===== config.mk =====
export PLATFORM = sky130hd
export DESIGN_NAME = seq_detect_param
export DESIGN_NICKNAME = d
export VERILOG_FILES = /design/src/rtl/seq_detect_param.sv
export SDC_FILE = /design/constraint.sdc
export NUM_CORES = 1
export LEC_CHECK = 0
export CAP_MARGIN = 20
export CORE_UTILIZATION = 48
export DETAILED_ROUTE_END_ITERATION = 12
export PLACE_DENSITY = 0.73
export SLEW_MARGIN = 25
export SYNTH_ARGS = -nofsm -noshare
export SYNTH_HDL_FRONTEND = slang
export SYNTH_SLANG_ARGS = --single-unit
export TNS_END_PERCENT = 5

===== constraint.sdc =====
create_clock -name clk -period 1.5 [get_ports clk]
set_input_delay 0.15 -clock clk [delete_from_list [all_inputs] [get_ports clk]]
set_output_delay 0.15 -clock clk [all_outputs]
set_load 0.005 [all_outputs]

===== src/rtl/seq_detect_param.sv =====
// Parametrised Mealy serial-pattern detector with runtime pattern reload,
// selectable overlap, valid-qualified input and a saturating match counter.
module seq_detect_param #(
  parameter int                   PAT_LEN = 4,
  parameter logic [PAT_LEN-1:0]   PATTERN = 4'b1011,
  parameter bit                   OVERLAP = 1'b1,
  parameter int                   CNT_W   = 8
) (
  input  logic               clk,
  input  logic               reset,
  input  logic               din,
  input  logic               din_valid,
  input  logic               pat_load,
  input  logic [PAT_LEN-1:0] pat_in,
  input  logic               cnt_clr,
  output logic               dout,
  output logic [CNT_W-1:0]   match_count
);

  localparam int               FILL_W   = $clog2(PAT_LEN);
  localparam logic [FILL_W-1:0] FILL_MAX = FILL_W'(PAT_LEN - 1);
  localparam logic [CNT_W-1:0]  CNT_MAX  = {CNT_W{1'b1}};

  logic [PAT_LEN-1:0] pattern_q, pattern_d;
  logic [PAT_LEN-2:0] hist_q, hist_d;
  logic [FILL_W-1:0]  fill_q, fill_d;
  logic               dout_q, dout_d;
  logic [CNT_W-1:0]   count_q, count_d;

  // Candidate window: the stored history with the incoming bit appended as newest.
  logic [PAT_LEN-1:0] window;
  logic               match;

  assign window = {hist_q, din};
  assign match  = din_valid & ~pat_load & (window == pattern_q) & (fill_q == FILL_MAX);

  always_comb begin
    pattern_d = pattern_q;
    hist_d    = hist_q;
    fill_d    = fill_q;
    dout_d    = 1'b0;
    if (pat_load) begin
      pattern_d = pat_in;
      hist_d    = '0;
      fill_d    = '0;
    end else if (din_valid) begin
      hist_d = window[PAT_LEN-2:0];
      dout_d = match;
      if (!match) begin
        fill_d = (fill_q == FILL_MAX) ? fill_q : fill_q + FILL_W'(1);
      end else if (!OVERLAP) begin
        // Non-overlapping: the search restarts, so the old history is ignored until refilled.
        fill_d = '0;
      end
    end
  end

  always_comb begin
    count_d = count_q;
    if (cnt_clr) begin
      count_d = '0;
    end else if (match && (count_q != CNT_MAX)) begin
      count_d = count_q + CNT_W'(1);
    end
  end

  always_ff @(posedge clk) begin
    if (reset) begin
      pattern_q <= PATTERN;
      hist_q    <= '0;
      fill_q    <= '0;
      dout_q    <= 1'b0;
      count_q   <= '0;
    end else begin
      pattern_q <= pattern_d;
      hist_q    <= hist_d;
      fill_q    <= fill_d;
      dout_q    <= dout_d;
      count_q   <= count_d;
    end
  end

  assign dout        = dout_q;
  assign match_count = count_q;

endmodule


# ---- Yosys cells after proc, flatten, opt, wreduce, memory -nomap -nowiden
# Index checks and enable logic that the tools add are counted.
dict set report classes {
  addsub 2
  eq_ne 3
  n_bitwise 7
  n_reduce_logical 5
}
# operator count
set ops {}
lappend ops {{8-bit by 1-bit adder with 8-bit output (second input constant)} 1}
lappend ops {{8-bit != test (second input constant)} 1}
lappend ops {{4-bit equality test} 1}
lappend ops {{1-bit NOT} 4}
lappend ops {{2-bit OR reduction} 2}
lappend ops {{1-bit bitwise AND} 3}
lappend ops {{3-bit AND reduction} 1}
lappend ops {{3-bit OR reduction} 1}
lappend ops {{2-bit by 1-bit adder with 2-bit output (second input constant)} 1}
lappend ops {{2-bit equality test (second input constant)} 1}
lappend ops {{1-bit logical AND} 1}
dict set report word_totals {
  regBits 18
  in_bits 10
}

# ---- Longest topological paths before layout
dict set report logic_depth {
  ltp_word 6
  ltp_mapped 6
}

# ---- Worst setup path before layout
# No wires, ideal clock.
dict set report synth_path {
  kind {reg-to-reg}
  from {register count_q[0], in the netlist match_count[0]}
  to {register count_q[1], in the netlist match_count[1]}
  arrival_time_ns 1.307
  slack_ns 0.064
  stages_incl_launch_ff 7
  n_path_buf 0
  synth_period_minus_slack_ns 1.436
  path_cell_list {dfxtp_1 > ha_1 > nand4_1 > o211ai_4 > nor2_1 > mux2i_1 > nor3_1}
}
dict set report synth_via {
  elab_chain_cells 2
}
# item line
set synth_lines {}
lappend synth_lines {{start, declared} 28} ;# logic [CNT_W-1:0] count_q, count_d;
lappend synth_lines {{start signal, assigned} 79} ;# count_q <= count_d;
lappend synth_lines {{branches (longest 2 deep; another with 8-bit by 1-bit adder with 8-bit output)} -}
# Parallel ways; which one is timed is not known.
# A chain may end at the register's enable or synchronous reset.

# ---- Final worst setup path
dict set report layout_path {
  from {register fill_q[1]}
  to {register count_q[7], in the netlist match_count[7]}
}
dict set report layout_via {
  elab_chain_cells 3
}
# item line
set layout_lines {}
lappend layout_lines {{start, declared} 26} ;# logic [FILL_W-1:0] fill_q, fill_d;
lappend layout_lines {{start signal, assigned} 77} ;# fill_q <= fill_d;
lappend layout_lines {{2-bit equality test} 35} ;# assign match = din_valid & ~pat_load & (window == pattern_q) & (fill_q == FILL_MAX);
lappend layout_lines {{1-bit bitwise AND} 35}
lappend layout_lines {{1-bit logical AND} 62} ;# end else if (match && (count_q != CNT_MAX)) begin
# No other way between the ends.

==> summary.txt <==
status -> finished clean
DR pass1 iterations -> 4
Root Buffer -> clkbuf_4
CP max stage delay -> 380 ps
Worst Setup SP -> fill_q[1]
initial antenna violation count -> 0
leak pwr -> 0.487 nW
CP arrival -> 1650 ps
Final Max Slew Viols -> 0
largest net degree at the start of global routing -> 13
Die Ht -> 44.7 um
I/O pin count -> 19
highest clock rate -> 684 MHz
Psw -> 0.000198 W
library cells used by synthesis -> 24
ranking of synthesized cells by area -> dfxtp_1, xnor2_1, mux2i_1
clock power share -> 33.4%
Num Clock Sinks -> 18
Detail Placement HPWL -> 1350 um
site row count -> 15
CTS Buf Count -> 3
global-route wire length before repair -> 2790 um
Worst-Margin Slew -> 307 ps
filler instances -> 133
slew margin rel. -> 79.4%
worst hold slack -> 447 ps
mean post-synth cell area -> 10.2 sq um
final WL -> 1760 um
Vias -> 709
Crit Path Category -> register to register
# setup viols final -> 0
Max stage delay cell, worst path -> dfxtp_4
worst hold path type -> input pin to register
H-Tree Level Count -> 1
share of layout cells above drive strength 1 -> 28.2%
final antenna-violating net count -> 0
crit-path max FO -> 5
Fin. Hold Viols -> 0
Setup crit end kind -> register
Reg power frac -> 55.5%
area grow syn2layout -> 43.1%
Post-synth top cells -> dfxtp_1, nor3_1, xnor2_1
Worst Min Path Start -> pat_in[1]
Syn Inst Count -> 86
Initial Util -> 51.1%
# nets final -> 131
vias in the first global route -> 654
core area -> 1710 sq um
yosys warns -> 0
CTS tree -> done
VDD IR max -> 0.491 mV
register bit total from synthesis -> 18
GPL Wtd Cong -> 0.779
wire per inst -> 12.4 um
DR DRC count -> 0
clock skew -> 3.79 ps
RSZ-0062 raised after global routing -> yes
Mapped Nets -> 99
crit path cell chain -> ha_4, and3b_4, o211ai_4, nor3_4, nand3_2, mux2i_1
IO Port Bufs -> 18
Power Density -> 712 nW/um^2
P_int -> 0.000692 W
post-CTS setup buffers -> 0
full die area -> 1990 sq um
Logic pwr share -> 11.2%
clock slew seen by the registers of the worst setup and hold paths -> 100 ps
Critical Path Start Type -> register
Vias/cell -> 4.99
final worst path period share -> 97.5%
Pwr Total -> 0.000890 W
global-route usage over all layers -> 19.3%
Yosys top cell by area -> dfxtp_1
number of diodes -> 0
hold path cells -> 2
Yosys top cell area share -> 41.3%
r2r startpoint -> fill_q[1]
async set-reset flop share out of synthesis -> 0%
Die W -> 44.7 um
min Tclk post-route -> 1460 ps
DR iter-0 viols -> 11
# Max-Cap Violations -> 0
Seq/Total Area, Yosys -> 41.3%
dominant synthesized flop cell -> dfxtp_1
Worst-Skew Late Latency -> 290 ps
post-synthesis cell area -> 873 sq um
switch share -> 22.3%
r2r worst-path depth -> 6
CP required -> 1690 ps
most common cell in the synthesized netlist -> dfxtp_1
Post-synth EDFFs -> 0
Congestion Overflow GR -> 0
Longest Clk Path Bufs -> 2
-- metal layers --
layer	share of wire [%]	wire (um)	global-route usage, %
met1	52	906	28.9
met2	45	788	27.9
met3	2.7	47	3.67
met4	0.74	13	5.45
met5	0	0	0
-- cell type report --
class / count / area, sq um / area share (%)
well taps: 25 / 31.3 / 2.50
flip-flops and latches: 18 / 370 / 29.6
multi-input cells: 63 / 531 / 42.4
inverters: 1 / 3.75 / 0.300
repair buffers: 31 / 278 / 22.2
clock buffers: 4 / 36.3 / 2.90
-- final timing paths --
kind / endpoint / slack (ps)
setup / recovery: match_count[7] / 40
hold reg to reg: pattern_q[2] / 520
setup reg to reg: match_count[7] / 40
hold / removal: pattern_q[1] / 450
-- through the flow --
step                      util (%)  cell area, sq um  std cells  worst slack [ps]  TNS, ps
after detailed placement      68.4              1170        138              -140     -754
after global placement        68.4              1170        138              -127     -470
after global routing          73.2              1250        142             -55.4     -170
after floorplan                  -               873         86              63.5        0
after CTS                     70.6              1210        142             -11.9    -11.9
final                         73.2              1250        142              37.2        0
-- worst max-delay path: cells and delay by family (launching register included) --
kind                     cells  cell delay [ps]
AND/OR/NAND/NOR              3              610
flip-flops                   1              380
AO/OA/AOI/OAI                1              130
multiplexers                 1              130
adder cells (fa/ha/maj)      1              120
-- registers in the layout, indices dropped and copies added, names as in the netlist --
name	flops
dout	1
fill_q	2
hist_q	3
match_count	8
pattern_q	4
-- power by group through the flow --
stage / Combinational [W] / Clock, W / Sequential (W)
4_1_cts: 0.0000983 / 0.000303 / 0.000496
2_1_floorplan: 0.0000496 / 0 / 0.000505
3_3_place_gp: 0.0000960 / 0 / 0.000506
6_report: 0.0000994 / 0.000297 / 0.000494
5_1_grt: 0.000108 / 0.000327 / 0.000496
3_5_place_dp: 0.0000977 / 0 / 0.000506
-- cell usage in the layout (no fill, tap or decap), types with 3 or more instances in the layout --
cell and instances:
a211o_1 3, buf_4 13, clkbuf_4 3, clkdlybuf4s50_1 18
dfxtp_1 14, mux2i_1 7, nand3_1 5, nor2_1 3
nor2b_1 4, nor3_1 10, nor3_2 3, xnor2_1 9
-- what timing repair did --
item	in CTS	in global routing
resized for setup	1	12
endpoints found under the setup margin	1	7
pin swaps	2	4
hold buffers	0	0
-- kinds of logic (layout without fill, tap and decap cells) --
| kind of cell | Yosys count | count (layout) | share of synthesized area (%) |
|---|---|---|---|
| flops | 18 | 18 | 41.3 |
| buf+inv | 5 | 36 | 2.15 |
| simple gates | 37 | 37 | 26.8 |
| fa+ha+maj | 3 | 3 | 4.30 |
| compound gates | 6 | 6 | 7.45 |
| mux | 7 | 7 | 8.02 |
| xor+xnor | 10 | 10 | 10.0 |
(Power assumes the default switching activity.)
